[src/rtl/softex_slot_sched.sv]
// Slot scheduler: arbitrates ALLOC/LOAD requests and UPDATE/FREE operations
// over a bank of per-slot valid bits, with registered responses and occupancy.
module softex_slot_sched #(
  parameter int unsigned N_REQ          = 2,
  parameter int unsigned N_SLOTS        = 4,
  parameter int unsigned SLOT_ADDR_BITS = 8
) (
  input  logic                            clk_i,
  input  logic                            rst_i,
  input  logic                            clear_i,
  input  logic [N_REQ-1:0]                req_valid_i,
  output logic [N_REQ-1:0]                req_ready_o,
  input  logic [N_REQ-1:0]                req_op_i,
  input  logic [N_REQ*SLOT_ADDR_BITS-1:0] req_addr_i,
  input  logic                            upd_valid_i,
  output logic                            upd_ready_o,
  input  logic                            upd_op_i,
  input  logic [SLOT_ADDR_BITS-1:0]       upd_addr_i,
  output logic [N_REQ-1:0]                rsp_valid_o,
  output logic                            rsp_hit_o,
  output logic                            rsp_err_o,
  output logic [SLOT_ADDR_BITS-1:0]       rsp_addr_o,
  output logic                            mem_we_o,
  output logic [SLOT_ADDR_BITS-1:0]       mem_addr_o,
  output logic [$clog2(N_SLOTS+1)-1:0]    occupancy_o,
  output logic                            full_o
);

  localparam int unsigned AW    = SLOT_ADDR_BITS;
  localparam int unsigned PTR_W = (N_REQ > 1) ? $clog2(N_REQ) : 1;
  localparam int unsigned OCC_W = $clog2(N_SLOTS + 1);

  logic [N_SLOTS-1:0] valid_q, valid_d;
  logic [PTR_W-1:0]   ptr_q, ptr_d;
  logic [OCC_W-1:0]   occ_q, occ_d;
  logic [N_REQ-1:0]   rsp_valid_q, rsp_valid_d;
  logic               rsp_hit_q, rsp_hit_d;
  logic               rsp_err_q, rsp_err_d;
  logic [AW-1:0]      rsp_addr_q, rsp_addr_d;

  logic               upd_fire;
  logic               upd_hit;
  logic               upd_in_range;
  logic [N_REQ-1:0]   gnt_oh;
  logic               gnt_found;
  logic [PTR_W-1:0]   gnt_idx;
  logic               gnt_op;
  logic [AW-1:0]      gnt_addr;
  logic               free_found;
  logic [N_SLOTS-1:0] free_oh;
  logic [AW-1:0]      free_idx;

  // Valid bit of an addressed slot; out-of-range addresses read as invalid.
  function automatic logic slot_valid(input logic [N_SLOTS-1:0] v, input logic [AW-1:0] a);
    slot_valid = 1'b0;
    for (int unsigned s = 0; s < N_SLOTS; s++) begin
      if (a == AW'(s)) slot_valid = v[s];
    end
  endfunction

  // Update port: always accepted unless a clear is in progress; writes go straight to storage.
  always_comb begin
    upd_ready_o  = !clear_i;
    upd_fire     = upd_valid_i && !clear_i;
    upd_hit      = slot_valid(valid_q, upd_addr_i);
    upd_in_range = (32'(upd_addr_i) < N_SLOTS);
    mem_we_o     = upd_fire && !upd_op_i && upd_hit;
    mem_addr_o   = upd_addr_i;
  end

  // Round-robin request arbiter starting at ptr_q; blocked by clear or a firing update.
  always_comb begin
    gnt_oh    = '0;
    gnt_found = 1'b0;
    gnt_idx   = '0;
    gnt_op    = 1'b0;
    gnt_addr  = '0;
    if (!clear_i && !upd_fire) begin
      for (int unsigned i = 0; i < N_REQ; i++) begin
        for (int unsigned j = 0; j < N_REQ; j++) begin
          if (!gnt_found && req_valid_i[j] && (((32'(ptr_q) + i) % N_REQ) == j)) begin
            gnt_found = 1'b1;
            gnt_oh[j] = 1'b1;
            gnt_idx   = PTR_W'(j);
            gnt_op    = req_op_i[j];
            gnt_addr  = req_addr_i[j*AW +: AW];
          end
        end
      end
    end
    req_ready_o = gnt_oh;
  end

  // Lowest-index free slot for ALLOC.
  always_comb begin
    free_found = 1'b0;
    free_oh    = '0;
    free_idx   = '0;
    for (int unsigned s = 0; s < N_SLOTS; s++) begin
      if (!free_found && !valid_q[s]) begin
        free_found = 1'b1;
        free_oh[s] = 1'b1;
        free_idx   = AW'(s);
      end
    end
  end

  // Next-state: clear beats update beats granted request; response payload built here.
  always_comb begin
    valid_d     = valid_q;
    ptr_d       = ptr_q;
    rsp_valid_d = '0;
    rsp_hit_d   = 1'b0;
    rsp_err_d   = 1'b0;
    rsp_addr_d  = '0;
    if (clear_i) begin
      valid_d = '0;
    end else if (upd_fire) begin
      if (upd_op_i && upd_in_range) begin
        for (int unsigned s = 0; s < N_SLOTS; s++) begin
          if (upd_addr_i == AW'(s)) valid_d[s] = 1'b0;
        end
      end
    end else if (gnt_found) begin
      rsp_valid_d = gnt_oh;
      ptr_d       = (32'(gnt_idx) == N_REQ - 1) ? '0 : gnt_idx + PTR_W'(1);
      if (!gnt_op) begin
        if (free_found) begin
          valid_d    = valid_q | free_oh;
          rsp_hit_d  = 1'b1;
          rsp_addr_d = free_idx;
        end else begin
          rsp_err_d  = 1'b1;
        end
      end else begin
        rsp_hit_d  = slot_valid(valid_q, gnt_addr);
        rsp_err_d  = (32'(gnt_addr) >= N_SLOTS);
        rsp_addr_d = gnt_addr;
      end
    end
    occ_d = '0;
    for (int unsigned s = 0; s < N_SLOTS; s++) begin
      occ_d = occ_d + OCC_W'(valid_d[s]);
    end
  end

  // State and response registers.
  always_ff @(posedge clk_i or posedge rst_i) begin
    if (rst_i) begin
      valid_q     <= '0;
      ptr_q       <= '0;
      occ_q       <= '0;
      rsp_valid_q <= '0;
      rsp_hit_q   <= 1'b0;
      rsp_err_q   <= 1'b0;
      rsp_addr_q  <= '0;
    end else begin
      valid_q     <= valid_d;
      ptr_q       <= ptr_d;
      occ_q       <= occ_d;
      rsp_valid_q <= rsp_valid_d;
      rsp_hit_q   <= rsp_hit_d;
      rsp_err_q   <= rsp_err_d;
      rsp_addr_q  <= rsp_addr_d;
    end
  end

  assign rsp_valid_o = rsp_valid_q;
  assign rsp_hit_o   = rsp_hit_q;
  assign rsp_err_o   = rsp_err_q;
  assign rsp_addr_o  = rsp_addr_q;
  assign occupancy_o = occ_q;
  assign full_o      = (32'(occ_q) == N_SLOTS);

endmodule
[config.mk]
export PLATFORM = sky130hd
export DESIGN_NAME = softex_slot_sched
export DESIGN_NICKNAME = d
export VERILOG_FILES = /design/src/rtl/softex_slot_sched.sv
export SDC_FILE = /design/constraint.sdc
export NUM_CORES = 1
export LEC_CHECK = 0
export BUFFER_PORTS_ARGS = -buffer_cell sky130_fd_sc_hd__buf_2
export CAP_MARGIN = 20
export CORE_UTILIZATION = 44
export CTS_CLUSTER_DIAMETER = 80
export DETAILED_ROUTE_END_ITERATION = 8
export PLACE_DENSITY = 0.77
export SYNTH_ARGS = -nofsm -noshare
export SYNTH_HDL_FRONTEND = slang
export SYNTH_SLANG_ARGS = --single-unit
[constraint.sdc]
create_clock -name clk_i -period 3.45 [get_ports clk_i]
set_input_delay 0.5175 -clock clk_i [delete_from_list [all_inputs] [get_ports clk_i]]
set_output_delay 0.5175 -clock clk_i [all_outputs]
set_load 0.01 [all_outputs]
## Yosys cells after proc, flatten, opt, wreduce, memory -nomap -nowiden

Index checks and enable logic that the tools add are counted.

| storage, ports and cells | value |
|---|---|
| register bits after elaboration | 20 |
| output and inout bits | 28 |
| bits in latches | 0 |
| input port bits | 33 |
| RAM bits | 0 |
| memory bits (read-only) | 0 |
| memories | 0 |
| logic and storage cells | 127 |

| cells by class | value |
|---|---|
| $mul | 0 |
| order comparisons | 2 |
| divide/modulo/power cells | 0 |
| $add $sub $neg | 5 |
| bitwise operators | 3 |
| reduce and logical (&&, ||, !) cells | 31 |
| mux-type cells | 72 |
| shift operators | 0 |
| equal/unequal tests | 7 |

Operators with widths:

| kind | count |
|---|---|
| $mux W8 | 12 |
| $logic_not A32 Y1 | 2 |
| $mux W1 | 50 |
| $eq A8 B2 Y1 const B | 4 |
| $mux W4 | 6 |
| $eq A8 B1 Y1 const B | 2 |
| $logic_not A8 Y1 | 2 |
| $logic_and A1 B1 Y1 | 15 |
| $logic_not A1 Y1 | 11 |
| $ge A8 B3 Y1 const B | 1 |
| $lt A8 B3 Y1 const B | 1 |
| $mux W2 | 4 |
| $or A4 B4 Y4 | 1 |
| $add A2 B1 Y3 | 1 |
| $add A3 B1 Y3 | 1 |
| $eq A3 B3 Y1 const B | 1 |
| $reduce_and A3 Y1 | 1 |
| $add A1 B1 Y1 const B | 2 |
| $add A1 B1 Y2 | 1 |
| $not A1 Y1 | 2 |

## Logic depth before layout (Yosys ltp)

Gate-level depths: netlist (run 1).

| depth | value |
|---|---|
| depth after elaboration | 29 |
| depth in mapped cells | 10 |
| depth with buffers taken out | 10 |

## Least setup slack after synthesis (run 1)

No wires, ideal clock.

| path | value |
|---|---|
| path type | input port to flip-flop |
| start point | input port req_valid_i[0] |
| end point | register occ_q[1] (netlist: occupancy_o[1]) |
| library setup time | 126 ps |
| stages on the path | 9 |
| arrival | 2463 ps |
| path buffers | 0 |
| data required time | 3324 ps |
| slack | 861 ps |
| path through | a21boi_2 -> a32o_2 -> nor2_4 -> a41oi_1 -> a311o_1 -> fa_1 -> inv_1 -> ha_1 -> ha_1 |

| on the way | value |
|---|---|
| cells in the longest elaborated chain, start to end | 25 |
| elaborated cells between the ends (all ways) | 30 |
| those cells by class | add/sub: 3; mux: 17; reduce/logical: 10 |

RTL lines:

| item | RTL line | RTL |
|---|---|---|
| start: declaration | 11 | `input logic [N_REQ-1:0] req_valid_i,` |
| $logic_and A1 B1 Y1 | 81 | `if (!gnt_found && req_valid_i[j] && (((32'(ptr_q) + i) % N_REQ) == j)) begin` |
| $mux W1 | 81 |  |
| $mux W1 | 78 | `if (!clear_i && !upd_fire) begin` |
| $logic_not A1 Y1 | 81 |  |
| $logic_and A1 B1 Y1 (2 in a row) | 81 |  |
| $mux W1 | 81 |  |
| $mux W1 | 78 |  |
| $logic_not A1 Y1 | 81 |  |
| [... 9 more ...] | - |  |
| $mux W4 | 127 | `if (!gnt_op) begin` |
| $mux W4 * | 124 | `end else if (gnt_found) begin` |
| $mux W4 * | 118 | `end else if (upd_fire) begin` |
| $mux W4 * | 116 | `if (clear_i) begin` |
| $add A1 B1 Y2 | 143 | `occ_d = occ_d + OCC_W'(valid_d[s]);` |
| $add A2 B1 Y3 | 143 |  |
| $add A3 B1 Y3 * | 143 |  |
| net occ_d[1] | 35 | `logic [OCC_W-1:0] occ_q, occ_d;` |
| end signal: assignment | 152 | `occ_q <= '0;` |
| end signal: assignment | 160 | `occ_q <= occ_d;` |
| end: declaration | 35 |  |

Mark *: on every way through the listed nets, which the timed path passes. The rest lies on a longest branch. The select of a mux whose other input is x is not followed.
A chain may end at the register's enable or synchronous reset.

## Final worst setup path (run 1)

| path | value |
|---|---|
| start point | register ptr_q |
| end point | register occ_q[1] (netlist: occupancy_o[1]) |

| on the way | value |
|---|---|
| cells in the longest elaborated chain, start to end | 26 |
| elaborated cells between the ends (all ways) | 33 |
| those cells by class | add/sub: 4; mux: 17; reduce/logical: 12 |

RTL lines:

| item | RTL line | RTL |
|---|---|---|
| start: declaration | 34 | `logic [PTR_W-1:0] ptr_q, ptr_d;` |
| start signal: assignment | 159 | `ptr_q <= ptr_d;` |
| $logic_not A32 Y1 | 81 |  |
| $logic_and A1 B1 Y1 | 81 |  |
| $mux W1 | 81 |  |
| $mux W1 | 78 |  |
| $logic_not A1 Y1 | 81 |  |
| $logic_and A1 B1 Y1 (2 in a row) | 81 |  |
| $mux W1 | 81 |  |
| $mux W1 | 78 |  |
| [... 10 more ...] | - |  |
| $mux W4 | 127 |  |
| $mux W4 * | 124 |  |
| $mux W4 * | 118 |  |
| $mux W4 * | 116 |  |
| $add A1 B1 Y2 | 143 |  |
| $add A2 B1 Y3 | 143 |  |
| $add A3 B1 Y3 * | 143 |  |
| net occ_d[1] | 35 |  |

Marked as above.

==> reports/results.ini, run 1 <==
[outcome]
status=finished clean

[worst_setup_path]
r2r_setup_slack_ps=830
worst-path-buf-inv=1
cpPeakStageDelay_ps=490
cp-start-kind=flop
reg2regPathDepth=9
cp-end-kind=flop
worst_ep_arrival_time_ps=2820
cpMaxStageDelayCell=fa_1
critPathTopFamily=adder cells
reg2reg_to=occupancy_o[1]
critical_path.most_common_cell=ha_1
cp.required_ps=3640
cp_cell_sequence=nand2b_4, a32o_2, nor2_4, a41oi_1, a311o_1, fa_1, inv_1, ha_1, ha_1
critical_path.max_fanout=8
path_class=flop to flop
r2r-start=ptr_q

[yosys]
yosysMostFrequentCell=dfrtp_1
synth_cell_types=41
synth_edf_count=0
syn_avg_cell_area_um2=9.88
synthCells=115
synth_flop_cell=dfrtp_1
ys.warnings.count=0
synth_area_leader_cell=dfrtp_1
synth.area.top_cells=dfrtp_1, nand2_1, buf_4
seq_area_frac_synth_pct=44.1
synth_top_area_share_pct=44.1
synth_commonest_cells=dfrtp_1, nand2_1, a21oi_1, buf_4, inv_1
synth-seq-cells=20
synth_fp_nets=151
async_flop_share_pct=100
syn_area_um2=1140

[global_routing]
grt_pass1_vias=855
grt_usage_pct=18.1
grt_first_pass_wirelength_mm=3.60
grt_max_degree=21
grt_antenna_before_repair=0
gr-total-overflow=0

[clocking]
cts_root_buf=clkbuf_4
cts.hold.buffers_added=0
cts_setup_buffers=0
clock_latency_ps=290
cts_resized=0
cts_tree=done
cts_max_level=1
cts_buffers=3
clockBufferDepth=2
path_clk_slew_ps=110
clock_sinks=20

[place]
place.gp.congestion=0.814
dp_hpwl_mm=2.07
io_buffer_count=60
dpl.cell_count=195
pre_cts_slack_ps=585

[timing]
skew_ps=8.18
rsz0062_at_grt=false
tns_ps=0
slew_headroom_pct=51.8
finalSetupViolations=0
slew_viol_final=0
period_minus_slack_ps=2620
max_freq_ghz=0.381
min_period_over_period_pct=76.0
fin_ws_ps=828
tightest_slew_ps=722
hold_violations=0

[routing]
detail-route-antenna-nets=0
routed-via-count=1034
firstDrtPassIters=4
drc=0
vias_per_cell=5.20
wl_mm=2.53
post_drt_wl_per_cell_um=12.7
drtIter0Drc=5

[power]
power_mw=0.533
intPower_mw=0.405
clkPwrFrac_pct=34.8
power.density_nw_per_um2=368
p_leak_nw=0.804
peakVddDrop_mv=0.273
p_comb_share_pct=17.9
seqPwrFrac_pct=47.3
switching_share_pct=24.1
switchingPower_mw=0.129

[hold_path]
hold_class=primary input to asynchronous set/reset pin

[floorplanning]
start_util_pct=46.3
io_pins=61
dieArea_um2=2790
core_area_um2=2450
die_h_um=52.8
dieWidth_um=52.8
num_rows=18

[finish]
layout.cells.non_filler=199
num_antenna_cells=0
drive_gt1_share_pct=45.6
area_growth_pct=27.6
fin_util_pct=59.1
fin_nets=206

[run]
maxCapViolCount=0

power by group through the flow:
stage          clock (mW)  sequential [mW]  combinational (mW)
6_report            0.186            0.252              0.0957
3_3_place_gp            0            0.255              0.0933
3_5_place_dp            0            0.256              0.0968
4_1_cts             0.190            0.252              0.0970
5_1_grt             0.201            0.253               0.106
2_1_floorplan           0            0.256              0.0584
state kept, by name, indices dropped and copies added, names as in the netlist:
signal	cells
rsp_addr_o	8
valid_q	4
occupancy_o	3
rsp_valid_o	2
ptr_q	1
rsp_err_o	1
rsp_hit_o	1
area by class of cell:
type	count	area (um^2)
clock buffers	3	22.5
clock inverters	1	30.0
fillers	224	1000
inverters	9	33.8
multi-input cells	76	526
flip-flops and latches	20	500
well taps	30	37.5
repair buffers	60	300
layer usage:
| metal | vias up | part of all wire (%) | GRT usage [%] |
|---|---|---|---|
| met5 | - | 0 | 0 |
| met4 | 0 | 0 | 5.26 |
| met3 | 0 | 6.0 | 3.48 |
| met2 | 37 | 52 | 32.3 |
| met1 | 490 | 42 | 21.9 |
| li1 | 507 | - | - |
per-stage QoR:
step,cell area (um^2),hold slack (ps)
global placement,1400,538
floorplan,1140,481
detailed placement,1400,555
CTS,1450,342
global route,1450,381
finish,1450,321
cell families after synthesis:
logic type,Yosys count,synth area share (%)
fa+ha+maj,3,3.96
flops,20,44.1
simple gates,42,19.8
mux,4,4.74
compound gates,27,17.7
buf+inv,19,9.69
how the worst max path moves through the flow:
stage,cells past startpoint,from,to
floorplan,9,req_valid_i[0],occupancy_o[1]
global placement,10,req_valid_i[0],occupancy_o[1]
detailed placement,10,req_valid_i[0],occupancy_o[1]
CTS,9,ptr_q,occupancy_o[1]
global route,9,ptr_q,occupancy_o[1]
finish,9,ptr_q,occupancy_o[1]
worst reg2reg max path, cell delays in order (launching register included):
cell and delay, ps:
dfrtp_1 430, nand2b_4 160, a32o_2 330, nor2_4 140, a41oi_1 130, a311o_1 380, fa_1 490, inv_1 40
ha_1 170, ha_1 260
cells in the final DEF (no fill, tap or decap), types with 2 or more instances in the layout:
master and count:
a41oi_1 2, inv_1 7, and3_1 3, inv_2 2
nor3_1 3, mux2i_1 2, clkbuf_4 3, nor2_1 5
and2_1 2, or4_1 2, ha_1 2, o21ai_1 2
buf_2 60, nand2_1 17, dfrtp_1 20, nor2b_1 2
a31oi_1 3, a21oi_1 8, o31ai_1 2
No activity file was read; power rests on OpenSTA's default activity.
==> run 2, diff against run 1 <==
--- a/config.mk
+++ b/config.mk
@@ -7,10 +7,10 @@
 export LEC_CHECK = 0
 export BUFFER_PORTS_ARGS = -buffer_cell sky130_fd_sc_hd__buf_2
 export CAP_MARGIN = 20
-export CORE_UTILIZATION = 44
+export CORE_UTILIZATION = 40
 export CTS_CLUSTER_DIAMETER = 80
 export DETAILED_ROUTE_END_ITERATION = 8
-export PLACE_DENSITY = 0.77
+export PLACE_DENSITY = 0.74
 export SYNTH_ARGS = -nofsm -noshare
 export SYNTH_HDL_FRONTEND = slang
 export SYNTH_SLANG_ARGS = --single-unit
==> constraint.sdc (replaced) <==
create_clock -name clk_i -period 2.23 [get_ports clk_i]
set_input_delay 0.3345 -clock clk_i [delete_from_list [all_inputs] [get_ports clk_i]]
set_output_delay 0.3345 -clock clk_i [all_outputs]
set_load 0.01 [all_outputs]
==> reports/results.ini, run 2 (same netlist as run 1, synthesis figures left out) <==
[power]
power.density_nw_per_um2=536  ; was 368 nW/um^2
intPower_mw=0.646  ; was 0.405 mW
p_comb_share_pct=21.0  ; was 17.9%
peakVddDrop_mv=0.384  ; was 0.273 mV
seqPwrFrac_pct=45.0  ; was 47.3%
switching_share_pct=24.7  ; was 24.1%
p_leak_nw=0.876  ; was 0.804 nW
switchingPower_mw=0.212  ; was 0.129 mW
clkPwrFrac_pct=34.1  ; was 34.8%

[timing]
slew_viol_final=0  ; unchanged
rsz0062_at_grt=true  ; was false
tns_ps=-321  ; was 0 ps
tightest_slew_ps=734  ; was 722 ps
fin_ws_ps=-177  ; was 828 ps
hold_violations=0  ; unchanged
slew_headroom_pct=51.0  ; was 51.8%
min_period_over_period_pct=108  ; was 76.0%
finalSetupViolations=3  ; was 0
period_minus_slack_ps=2410  ; was 2620 ps
skew_ps=11.3  ; was 8.18 ps
max_freq_ghz=0.415  ; was 0.381 GHz

[worst_setup_path]
cp.required_ps=2470  ; was 3640 ps
reg2regPathDepth=9  ; unchanged
crit_start=ptr_q  ; unchanged
r2r-start=ptr_q  ; unchanged
worst_ep_arrival_time_ps=2650  ; was 2820 ps
reg2reg_to=occupancy_o[1]  ; unchanged
critical_path.max_fanout=3  ; was 8
r2r_setup_slack_ps=-180  ; was 830 ps
endpoint=occupancy_o[1]  ; unchanged
path_class=flop to flop  ; unchanged
cp-start-kind=flop  ; unchanged
cp-end-kind=flop  ; unchanged

[floorplanning]
core_area_um2=2590  ; was 2450 um^2
io_pins=61  ; unchanged
dieArea_um2=3060  ; was 2790 um^2
die_h_um=55.3  ; was 52.8 um
num_rows=18  ; unchanged
start_util_pct=43.9  ; was 46.3%
dieWidth_um=55.3  ; was 52.8 um

[hold_path]
hold_class=primary input to asynchronous set/reset pin  ; unchanged

[global_routing]
grt_max_degree=21  ; unchanged
grt_pass1_vias=1041  ; was 855
grt_first_pass_wirelength_mm=4.54  ; was 3.60 mm
gr-total-overflow=0  ; unchanged
grt_antenna_before_repair=0  ; unchanged
grt_usage_pct=18.5  ; was 18.1%

[finish]
layout_common_cells=buf_2, dfrtp_1, nand2_1, buf_4, a21oi_1  ; was buf_2, dfrtp_1, nand2_1, a21oi_1, inv_1
layout_commonest_cell=buf_2  ; unchanged
drive_gt1_share_pct=52.4  ; was 45.6%
fin_nets=222  ; was 206
fin_util_pct=61.9  ; was 59.1%
num_antenna_cells=0  ; unchanged
area_growth_pct=41.1  ; was 27.6%
largest_reg_flops=8  ; unchanged

[routing]
firstDrtPassIters=4  ; unchanged
post_drt_wl_per_cell_um=12.5  ; was 12.7 um
drc=0  ; unchanged
wl_mm=2.68  ; was 2.53 mm
detail-route-antenna-nets=0  ; unchanged
drtIter0Drc=37  ; was 5
vias_per_cell=5.30  ; was 5.20
routed-via-count=1140  ; was 1034

[clocking]
cts.hold.buffers_added=0  ; unchanged
cts_max_level=1  ; unchanged
clock_sinks=20  ; unchanged
clock_latency_ps=300  ; was 290 ps
cts_buffers=3  ; unchanged
cts_tree=done  ; unchanged
cts_root_buf=clkbuf_4  ; unchanged
clockBufferDepth=2  ; unchanged
path_clk_slew_ps=120  ; was 110 ps

[place]
io_buffer_count=60  ; unchanged
place.gp.congestion=0.822  ; was 0.814
dp_hpwl_mm=2.14  ; was 2.07 mm

[outcome]
violations=setup timing
status=complete, but fails checks  ; was finished clean

[run]
maxCapViolCount=0  ; unchanged

run 2: power by group through the flow:
stage	Combinational, mW	Clock (mW)	Sequential (mW)
after floorplan	0.0910	0	0.396
after global placement	0.167	0	0.392
after detailed placement	0.173	0	0.393
after CTS	0.176	0.299	0.386
after global routing	0.199	0.311	0.389
final	0.180	0.292	0.386
run 2: worst min-delay path by stage:
stage	end	startpoint	slack [ps]	depth (start not counted)
after floorplan	occupancy_o[0]	rst_i	300	1
final	rsp_err_o	rst_i	140	2
after detailed placement	rsp_addr_o[0]	rst_i	490	2
after CTS	rsp_err_o	rst_i	150	2
after global placement	rsp_addr_o[1]	rst_i	490	2
after global routing	rsp_err_o	rst_i	190	2
run 2: final cells by class:
cell class	instances	area, um^2
multi-input cells	76	558
clock buffers	3	22.5
inverters	9	33.8
flip-flops and latches	20	500
fillers	219	987
repair buffers	76	420
clock inverters	1	30.0
well taps	30	37.5
run 2: what timing repair did:
item	in CTS	in global routing
endpoints found under the setup margin	3	3
pin swaps	0	1
buffers inserted	1	3
gates resized for setup	3	0
run 2: routing by layer:
layer / up-vias / track usage (%) / share of wire (%)
met4: 0 / 5.36 / 0.71
li1: 534 / - / -
met5: - / 0 / 0
met2: 67 / 32.9 / 52
met3: 2 / 2.81 / 6.8
met1: 537 / 23.2 / 41
run 2: per-stage QoR:
| step | std cells | total power, mW | hold slack (ps) | instance area (um^2) | setup slack (ps) |
|---|---|---|---|---|---|
| finish | 215 | 0.858 | 137 | 1600 | -177 |
| detailed placement | 207 | 0.566 | 492 | 1500 | -351 |
| CTS | 212 | 0.860 | 152 | 1580 | -165 |
| floorplan | 115 | 0.487 | 298 | 1150 | -171 |
| global placement | 207 | 0.559 | 493 | 1500 | -251 |
| global route | 215 | 0.898 | 194 | 1600 | -245 |
run 2: critical path, cell delays in order (launching register included):
cell and delay, ps:
dfrtp_1 430, nand2b_4 150, a32o_2 270, nor2_4 110
a41oi_2 110, a311o_1 320, fa_1 500, inv_2 50
ha_4 160, ha_4 250
==> run 3, diff against run 2 <==
--- a/config.mk
+++ b/config.mk
@@ -6,11 +6,11 @@
 export NUM_CORES = 1
 export LEC_CHECK = 0
 export BUFFER_PORTS_ARGS = -buffer_cell sky130_fd_sc_hd__buf_2
-export CAP_MARGIN = 20
+export CAP_MARGIN = 0
 export CORE_UTILIZATION = 40
 export CTS_CLUSTER_DIAMETER = 80
 export DETAILED_ROUTE_END_ITERATION = 8
-export PLACE_DENSITY = 0.74
+export PLACE_DENSITY = 0.76
 export SYNTH_ARGS = -nofsm -noshare
 export SYNTH_HDL_FRONTEND = slang
 export SYNTH_SLANG_ARGS = --single-unit
==> reports/results.ini, run 3 (same netlist as run 1, synthesis figures left out) <==
[outcome]
status=complete, but fails checks  ; unchanged
violations=setup timing  ; unchanged

[clocking]
cts_root_buf=clkbuf_4  ; unchanged
clock_latency_ps=300  ; about the same
cts_buffers=3  ; unchanged
clock_sinks=20  ; unchanged
path_clk_slew_ps=120  ; about the same
cts_tree=done  ; unchanged
cts_max_level=1  ; unchanged
cts.hold.buffers_added=0  ; unchanged
clockBufferDepth=2  ; unchanged

[worst_setup_path]
path_class=flop to flop  ; unchanged
reg2regPathDepth=9  ; unchanged
cp.required_ps=2470  ; about the same
r2r_setup_slack_ps=-190  ; was -180 ps
worst_ep_arrival_time_ps=2660  ; was 2650 ps
r2r-start=ptr_q  ; unchanged
cpPeakStageDelay_ps=500  ; about the same
cpMaxStageDelayCell=fa_1  ; unchanged
worst-path-buf-inv=1  ; unchanged
reg2reg_to=occupancy_o[1]  ; unchanged
cp-end-kind=flop  ; unchanged
cp_cell_sequence=nand2b_4, a32o_2, nor2_4, a41oi_2, a311o_1, fa_1, inv_2, ha_4, ha_4  ; unchanged
critical_path.max_fanout=3  ; unchanged
critical_path.most_common_cell=ha_4  ; unchanged
critPathTopFamily=adder cells  ; unchanged
cp-start-kind=flop  ; unchanged

[finish]
area_growth_pct=40.3  ; was 41.1%
drive_gt1_share_pct=52.7  ; was 52.4%
layout_common_cells=buf_2, dfrtp_1, nand2_1, buf_4, a21oi_1  ; unchanged
fin_util_pct=61.5  ; was 61.9%
layout_commonest_cell=buf_2  ; unchanged
fin_nets=223  ; was 222
largest_reg_flops=8  ; unchanged
fillCellCount=227  ; was 219
layout.cells.non_filler=216  ; was 215
num_antenna_cells=0  ; unchanged

[global_routing]
grt_usage_pct=19.1  ; was 18.5%
grt_antenna_before_repair=0  ; unchanged
grt_max_degree=21  ; unchanged
grt_first_pass_wirelength_mm=4.73  ; was 4.54 mm
gr-total-overflow=0  ; unchanged
grt_pass1_vias=1135  ; was 1041

[power]
peakVddDrop_mv=0.278  ; was 0.384 mV
p_comb_share_pct=23.6  ; was 21.0%
power.density_nw_per_um2=488  ; was 536 nW/um^2
clkPwrFrac_pct=26.8  ; was 34.1%
switching_share_pct=27.1  ; was 24.7%
intPower_mw=0.567  ; was 0.646 mW
p_leak_nw=0.872  ; was 0.876 nW
seqPwrFrac_pct=49.7  ; was 45.0%
switchingPower_mw=0.211  ; was 0.212 mW

[timing]
hold_ws_ps=145  ; was 137 ps
tightest_slew_ps=746  ; was 734 ps
fin_ws_ps=-193  ; was -177 ps
slew_headroom_pct=50.2  ; was 51.0%
min_period_over_period_pct=109  ; was 108%
hold_violations=0  ; unchanged
rsz0062_at_grt=true  ; unchanged
tns_ps=-362  ; was -321 ps
period_minus_slack_ps=2420  ; was 2410 ps
max_freq_ghz=0.413  ; was 0.415 GHz
skew_ps=9.24  ; was 11.3 ps
slew_viol_final=0  ; unchanged
finalSetupViolations=3  ; unchanged

[routing]
routed-via-count=1109  ; was 1140
drtIter0Drc=18  ; was 37
wl_mm=2.73  ; was 2.68 mm
post_drt_wl_per_cell_um=12.6  ; was 12.5 um
detail-route-antenna-nets=0  ; unchanged
drc=0  ; unchanged
vias_per_cell=5.13  ; was 5.30
firstDrtPassIters=4  ; unchanged

[floorplanning]
io_pins=61  ; unchanged
start_util_pct=43.9  ; unchanged
core_area_um2=2590  ; unchanged
num_rows=18  ; unchanged
dieArea_um2=3060  ; unchanged
dieWidth_um=55.3  ; unchanged
die_h_um=55.3  ; unchanged

[place]
dp_hpwl_mm=2.15  ; was 2.14 mm
io_buffer_count=60  ; unchanged
dpl.cell_count=208  ; was 207
place.gp.congestion=0.816  ; was 0.822

[hold_path]
hold_class=primary input to asynchronous set/reset pin  ; unchanged

[run]
maxCapViolCount=0  ; unchanged

[run 3: per-layer routing]
layer	GRT usage (%)	part of all wire (%)	wire length [um]	up-vias
li1	-	-	-	542
met1	21.6	40	1100	502
met2	35.1	51	1390	59
met3	2.11	6.6	181	6
met4	9.29	1.9	52	0
met5	0	0	0	-
[run 3: metrics by stage]
step | setup WS [ps] | power (mW) | area [um^2]
after floorplan | -171 | 0.487 | 1150
after CTS | -169 | 0.781 | 1590
after global routing | -267 | 0.819 | 1590
after detailed placement | -336 | 0.568 | 1510
after global placement | -259 | 0.560 | 1510
final | -193 | 0.778 | 1590
[run 3: worst reg2reg max path, cell delays in order (launching register included)]
cell and delay [ps]:
dfrtp_1 430, nand2b_4 160, a32o_2 270, nor2_4 120, a41oi_2 120, a311o_1 320, fa_1 500, inv_2 50
ha_4 150, ha_4 250
[run 3: area by class of cell]
| class | instances | area (um^2) | share of cell area (%) |
|---|---|---|---|
| inverter | 9 | 33.8 | 2.12 |
| clock buffer | 4 | 36.3 | 2.28 |
| sequential | 20 | 500 | 31.4 |
| multi-input combinational | 76 | 558 | 35.0 |
| tap | 30 | 37.5 | 2.35 |
| timing repair buffer | 77 | 428 | 26.8 |
[run 3: worst max path at each step]
| stage | start | endpoint | slack [ps] | cells after the start |
|---|---|---|---|---|
| after floorplan | ptr_q | occupancy_o[1] | -170 | 9 |
| after global placement | upd_addr_i[5] | occupancy_o[1] | -260 | 11 |
| after detailed placement | upd_addr_i[5] | occupancy_o[1] | -340 | 11 |
| after CTS | ptr_q | occupancy_o[1] | -170 | 9 |
| after global routing | ptr_q | occupancy_o[1] | -270 | 9 |
| final | ptr_q | occupancy_o[1] | -190 | 9 |
[run 3: repair_timing]
action | CTS | global route
setup endpoints to repair | 3 | 3
buffers inserted | 3 | 1
resized for setup | 3 | 0
[run 3: power by group through the flow]
stage / Sequential, mW / Combinational [mW] / Clock [mW]
3_5_place_dp: 0.393 / 0.174 / 0
6_report: 0.387 / 0.183 / 0.208
3_3_place_gp: 0.392 / 0.168 / 0
2_1_floorplan: 0.396 / 0.0910 / 0
5_1_grt: 0.389 / 0.203 / 0.227
4_1_cts: 0.386 / 0.181 / 0.214
